$ cat config.mk
export PLATFORM = sky130hd
export DESIGN_NAME = ex_stage
export DESIGN_NICKNAME = d
export VERILOG_FILES = /design/src/rtl/ex_stage.sv
export SDC_FILE = /design/constraint.sdc
export NUM_CORES = 1
export LEC_CHECK = 0
export ABC_AREA = 1
export CAP_MARGIN = 20
export CORE_MARGIN = 4
export CORE_UTILIZATION = 30
export DETAILED_ROUTE_END_ITERATION = 16
export GPL_ROUTABILITY_DRIVEN = 0
export GPL_TIMING_DRIVEN = 0
export PLACE_DENSITY = 0.62
export SETUP_SLACK_MARGIN = 0.3
export SYNTH_ARGS = -nofsm -noshare
export SYNTH_HDL_FRONTEND = slang
export SYNTH_SLANG_ARGS = --single-unit
$ cat constraint.sdc
create_clock -name clk -period 5 [get_ports clk]
set_input_delay 1 -clock clk [delete_from_list [all_inputs] [get_ports clk]]
set_output_delay 1 -clock clk [all_outputs]
set_load 0.03 [all_outputs]
$ cat src/rtl/ex_stage.sv
// RV32I execute stage: forwarding, ALU, branch resolution and the EX/MEM pipeline register.
// Define EX_MUL_EN to add the iterative shift-add multiplier (ALUControlE = 100) with a stall request.
module ex_stage (
  input  logic        clk,
  input  logic        reset,
  input  logic        RegWriteE,
  input  logic        MemWriteE,
  input  logic        JumpE,
  input  logic        BranchE,
  input  logic        ALUSrcE,
  input  logic [1:0]  ResultSrcE,
  input  logic [2:0]  ALUControlE,
  input  logic [31:0] RD1E,
  input  logic [31:0] RD2E,
  input  logic [31:0] ImmExtE,
  input  logic [31:0] PCPlus4E,
  input  logic [4:0]  Rs1E,
  input  logic [4:0]  Rs2E,
  input  logic [4:0]  RdE,
  input  logic [1:0]  ForwardAE,
  input  logic [1:0]  ForwardBE,
  input  logic [31:0] ResultW,
  output logic        PCSrcE,
  output logic [31:0] PCTargetE,
  output logic        BusyE,
  output logic        RegWriteM,
  output logic        MemWriteM,
  output logic [1:0]  ResultSrcM,
  output logic [31:0] ALUResultM,
  output logic [31:0] WriteDataM,
  output logic [31:0] PCPlus4M,
  output logic [4:0]  RdM
);

  localparam logic [2:0] ALU_ADD = 3'b000;
  localparam logic [2:0] ALU_SUB = 3'b001;
  localparam logic [2:0] ALU_AND = 3'b010;
  localparam logic [2:0] ALU_OR  = 3'b011;
  localparam logic [2:0] ALU_SLT = 3'b101;

  logic [31:0] w_src_a, w_write_data, w_src_b, w_diff, w_alu_result, w_ex_result;
  logic        w_zero;
  logic        w_unused;

  // Hazard unit consumes the source indices; they only pass through here.
  assign w_unused = ^{Rs1E, Rs2E};

  always_comb begin
    // NOTE: every always_comb output gets a default first so no path can infer a latch.
    w_src_a      = RD1E;
    w_write_data = RD2E;
    case (ForwardAE)
      2'b01:   w_src_a = ResultW;
      2'b10:   w_src_a = ALUResultM;
      default: w_src_a = RD1E;
    endcase
    case (ForwardBE)
      2'b01:   w_write_data = ResultW;
      2'b10:   w_write_data = ALUResultM;
      default: w_write_data = RD2E;
    endcase
  end

  assign w_src_b = ALUSrcE ? ImmExtE : w_write_data;
  assign w_diff  = w_src_a - w_src_b;
  assign w_zero  = (w_diff == 32'd0);

  always_comb begin
    w_alu_result = 32'd0;
    case (ALUControlE)
      ALU_ADD: w_alu_result = w_src_a + w_src_b;
      ALU_SUB: w_alu_result = w_diff;
      ALU_AND: w_alu_result = w_src_a & w_src_b;
      ALU_OR:  w_alu_result = w_src_a | w_src_b;
      ALU_SLT: w_alu_result = {31'd0, $signed(w_src_a) < $signed(w_src_b)};
      default: w_alu_result = 32'd0;
    endcase
  end

  assign PCSrcE    = JumpE | (BranchE & w_zero);
  assign PCTargetE = PCPlus4E - 32'd4 + ImmExtE;

`ifdef EX_MUL_EN
  localparam logic [2:0] ALU_MUL = 3'b100;

  typedef enum logic [1:0] {S_IDLE, S_MUL, S_DONE} mul_state_t;

  mul_state_t  r_state, w_next_state;
  logic [4:0]  r_cnt;
  logic [31:0] r_mul_a, r_mul_b, r_acc;
  logic        w_issue;

  assign w_issue = (r_state == S_IDLE) && (ALUControlE == ALU_MUL);

  always_ff @(posedge clk) begin
    if (reset) r_state <= S_IDLE;
    else       r_state <= w_next_state;
  end

  always_comb begin
    w_next_state = r_state;
    case (r_state)
      S_IDLE:  if (w_issue) w_next_state = S_MUL;
      S_MUL:   if (r_cnt == 5'd31) w_next_state = S_DONE;
      S_DONE:  w_next_state = S_IDLE;
      default: w_next_state = S_IDLE;
    endcase
  end

  always_comb begin
    BusyE = w_issue || (r_state == S_MUL);
  end

  // Operands are captured at issue: forwarded sources keep moving while the pipe is stalled.
  always_ff @(posedge clk) begin
    if (reset) begin
      r_cnt   <= 5'd0;
      r_acc   <= 32'd0;
      r_mul_a <= 32'd0;
      r_mul_b <= 32'd0;
    end else if (w_issue) begin
      r_cnt   <= 5'd0;
      r_acc   <= 32'd0;
      r_mul_a <= w_src_a;
      r_mul_b <= w_src_b;
    end else if (r_state == S_MUL) begin
      r_acc   <= r_acc + (r_mul_b[0] ? r_mul_a : 32'd0);
      r_mul_a <= r_mul_a << 1;
      r_mul_b <= r_mul_b >> 1;
      r_cnt   <= r_cnt + 5'd1;
    end
  end

  assign w_ex_result = (r_state == S_DONE) ? r_acc : w_alu_result;
`else
  assign BusyE       = 1'b0;
  assign w_ex_result = w_alu_result;
`endif

  // A stall loads a bubble; clearing every field keeps the bubble fully defined.
  always_ff @(posedge clk) begin
    if (reset || BusyE) begin
      // NOTE: sequential state uses non-blocking assignments so all registers update together.
      RegWriteM  <= 1'b0;
      MemWriteM  <= 1'b0;
      ResultSrcM <= 2'd0;
      ALUResultM <= 32'd0;
      WriteDataM <= 32'd0;
      PCPlus4M   <= 32'd0;
      RdM        <= 5'd0;
    end else begin
      RegWriteM  <= RegWriteE;
      MemWriteM  <= MemWriteE;
      ResultSrcM <= ResultSrcE;
      ALUResultM <= w_ex_result;
      WriteDataM <= w_write_data;
      PCPlus4M   <= PCPlus4E;
      RdM        <= RdE;
    end
  end

endmodule

==> impl_metrics.json <==
{
  "power.leakage_nw": 9.20,
  "h-tree-depth": 3,
  "syn_to_final_growth_pct": 48.8,
  "end_kind": "primary output",
  "fp-row-count": 74,
  "grt_use_total": 0.251,
  "cp.required_ns": 4.00,
  "synth_cell_types": 52,
  "worstPathCellList": "buf_8 > inv_4 > ha_4 > clkbuf_16 > clkbuf_8 > a221o_1 > o21ai_2 > o21ai_2 > ha_1 > buf_6 > nor2_4 > nand2_4 > nor3_4 > buf_4 > nand3_2 > nand3_1 > nand2_1 > nand2_2 > nand4_1 > nor2_2 > nand3_4 > nand2_2 > buf_6",
  "fin_setup_tns_ns": -0.290,
  "fin_util": 0.456,
  "synth_cells": 2067,
  "period_share": 1.06,
  "crit_family": "simple AND/OR/NAND/NOR gates",
  "yosysTopAreaCell": "dfxtp_1",
  "whs_endpoint": "WriteDataM[18]",
  "yosysWarnings": 0,
  "fin_nets": 2805,
  "synth_top_area_share": 0.166,
  "syn_avg_cell_area_um2": 6.12,
  "wl_met2_um": 29400,
  "critPathBufInv": 7,
  "multi_input_area_um2": 9780,
  "status": "complete, but fails checks",
  "regArea_um2": 2100,
  "hold_depth": 3,
  "wl_um": 61200,
  "reg2reg_from": "ALUResultM[2]",
  "drtAntennaViolNets": 0,
  "power_density_nw_per_um2": 282,
  "cts-buffers-inserted": 9,
  "routed-wl-met3_um": 5250,
  "synth_seq_cells": 105,
  "nFillCells": 4083,
  "clock_sinks": 105,
  "fmax_mhz": 189,
  "ir_worst_vdd_mv": 0.189,
  "hold_viol_final": 0,
  "root_buffer": "clkbuf_16",
  "drv_slew": 0,
  "insertion_delay_ns": 0.39,
  "via_count": 15796,
  "cp_slowest_cell": "ha_1",
  "clk_pin_slew_worst_paths_ns": 0.08,
  "antenna_found_initial": 1,
  "dr.max_layer_used": "met4",
  "drv_cap": 0,
  "final.setup.worst_slack_ns": -0.290,
  "drtIter0Drc": 1492,
  "critical_path_arrival_ns": 4.29,
  "core_area_um2": 41300,
  "slowest_delay_ns": 0.34,
  "overflow": 0,
  "routed_via_density": 5.29,
  "slew_headroom": 0.294,
  "tritoncts": "built",
  "synth_ff_type": "dfxtp_1",
  "ff2ff_setup_slack_ns": 1.70,
  "r2r-end": "ALUResultM[25]",
  "drtPass1Iterations": 6,
  "die_x_um": 213,
  "pin_count": 330,
  "holdCritStartpoint": "ALUResultM[18]",
  "syn-cell-area_um2": 12600,
  "wl_met1_um": 23300,
  "drive_above_1_share": 0.176,
  "cts_buffer_depth": 2,
  "finClkSkew_ns": 0.0158,
  "grt_pass1_vias": 15345,
  "placed_area_um2": 16500,
  "synthArstFlopShare": 0,
  "period_minus_slack_ns": 5.29,
  "route.detailed.wl_per_inst_um": 20.5,
  "die_y_um": 213,
  "syn-num-nets": 2422,
  "die-area_um2": 45500,
  "setup_viol": 1,
  "worst_pin_slew_ns": 1.06,
  "worst-path-max-fanout": 10,
  "drcViolationCount": 0,
  "synth_edf_count": 0,
  "r2r_cells": 19,
  "grt_first_pass_wirelength_um": 88100,
  "synth_area_leaders": "dfxtp_1 (17%), ha_1 (16%), nand2_1 (14%)",
  "grt_max_degree": 19,
  "failed_checks": "negative setup slack",
  "path_class": "in2out",
  "seq_area_frac_synth": 0.166,
  "rsz0062_at_grt": "yes",
  "critical_path.startpoint_type": "input port",
  "start_util": 0.306,
  "hp-class": "reg2reg",
  "design_area_um2": 18800,
  "place_hpwl_um": 49300,
  "portBuffers": 316
}
==> synthesized netlist by cell type, types with 3 or more instances <==
library cell,count
a21o_1,5
a21oi_1,105
a21oi_2,3
a221o_1,63
a31oi_1,7
buf_2,8
buf_4,7
buf_6,9
clkbuf_1,53
clkinv_1,3
dfxtp_1,105
fa_1,3
ha_1,161
inv_1,416
inv_2,6
nand2_1,459
nand2_2,5
nand3_1,99
nand3_2,3
nand3b_1,11
nand4_1,26
nor2_1,199
nor2_2,17
nor3_1,12
nor3_2,3
nor4_1,6
o2111ai_1,11
o211ai_1,6
o21a_1,3
o21ai_0,156
o21ai_1,9
o21ai_2,6
o21bai_1,11
o22ai_1,4
or2_1,3
or2_2,6
xnor2_1,9
xor2_1,30
==> state kept, by name, summed over array words and instances, names as in the netlist <==
signal	flops
ALUResultM	32
MemWriteM	1
PCPlus4M	32
RdM	5
RegWriteM	1
ResultSrcM	2
WriteDataM	32
==> metrics by stage <==
| stage | setup slack (ns) | hold WS [ns] | power (W) | instances |
|---|---|---|---|---|
| floorplan | 0.301 | 0.876 | 0.00292 | 2067 |
| global placement | -2.20 | 0.679 | 0.00397 | 2915 |
| detailed placement | -2.24 | 0.683 | 0.00400 | 2915 |
| CTS | -0.193 | 0.699 | 0.00500 | 2964 |
| global route | -0.401 | 0.745 | 0.00561 | 2987 |
| finish | -0.290 | 0.692 | 0.00531 | 2987 |
==> logic make-up (layout without fill, tap and decap cells) <==
kind of cell    Yosys count  count (layout)  synth area share
other cells               1               2          0.000297
xor+xnor                 39              39            0.0270
simple gates            857             857             0.287
compound gates          399             399             0.198
buf+inv                 502             889             0.157
fa+ha+maj               164             164             0.164
flops                   105             105             0.166
==> timing repair <==
action	4_1_cts	5_1_grt
resized for setup	409	180
pin swaps	51	70
hold buffers	0	0
setup endpoints to repair	47	23
gates cloned	5	1
setup buffers	29	21
==> report_power, final <==
| part | switching [W] | internal (W) | total, W |
|---|---|---|---|
| sequential | 0.0000444 | 0.000904 | 0.000948 |
| clock | 0.000378 | 0.000343 | 0.000721 |
| combinational | 0.00227 | 0.00137 | 0.00364 |
==> worst reg2reg max path, stage by stage, from the launching register on <==
cell      delay, ns
dfxtp_1        0.33
a221o_1        0.39
o21ai_2        0.09
o21ai_2        0.12
ha_1           0.36
buf_6          0.13
buf_4          0.12
buf_4          0.14
a21oi_1        0.13
o21ai_1        0.16
a21oi_1        0.32
inv_1          0.13
nand2_1        0.08
nand2_1        0.11
nand2_1        0.15
nand4_1        0.10
nand3_1        0.13
nand3b_1       0.10
nand2_1        0.07
inv_1          0.04
==> cell type report <==
cell class,count,share of cell area
antenna,1,0.000133
buffer,77,0.0400
clock buffer,9,0.0120
clock inverter,6,0.00286
inverter,425,0.0857
multi-input combinational,1460,0.520
sequential,105,0.112
tap,532,0.0354
timing repair buffer,372,0.193
==> layer usage <==
| metal | global-route usage | vias to the layer above |
|---|---|---|
| li1 | - | 7393 |
| met1 | 0.297 | 7354 |
| met2 | 0.447 | 870 |
| met3 | 0.0395 | 179 |
| met4 | 0.113 | 0 |
| met5 | 0 | - |
==> cells in the final DEF, fill, tap and decap left out, types with 66 or more instances in the layout <==
master           synthesis  final
clkdlybuf4s50_1          0    275
o21ai_0                156     66
a21oi_1                105     86
nor2_1                 199    172
ha_1                   161    127
nand3_1                 99     90
inv_1                  416    401
dfxtp_1                105    105
nand2_1                459    410
o21ai_2                  6     68
==> how the worst max path moves through the flow <==
stage                       startpoint      to  slack, ns  cells past startpoint
after detailed placement  ForwardBE[0]  PCSrcE      -2.24                     25
after CTS                 ForwardBE[0]  PCSrcE      -0.19                     25
after global placement    ForwardBE[0]  PCSrcE      -2.20                     25
after global routing      ForwardBE[0]  PCSrcE      -0.40                     23
final                     ForwardBE[0]  PCSrcE      -0.29                     23
after floorplan           ForwardBE[0]  PCSrcE       0.30                     22
Note: power is estimated with default switching activity, not from simulation.
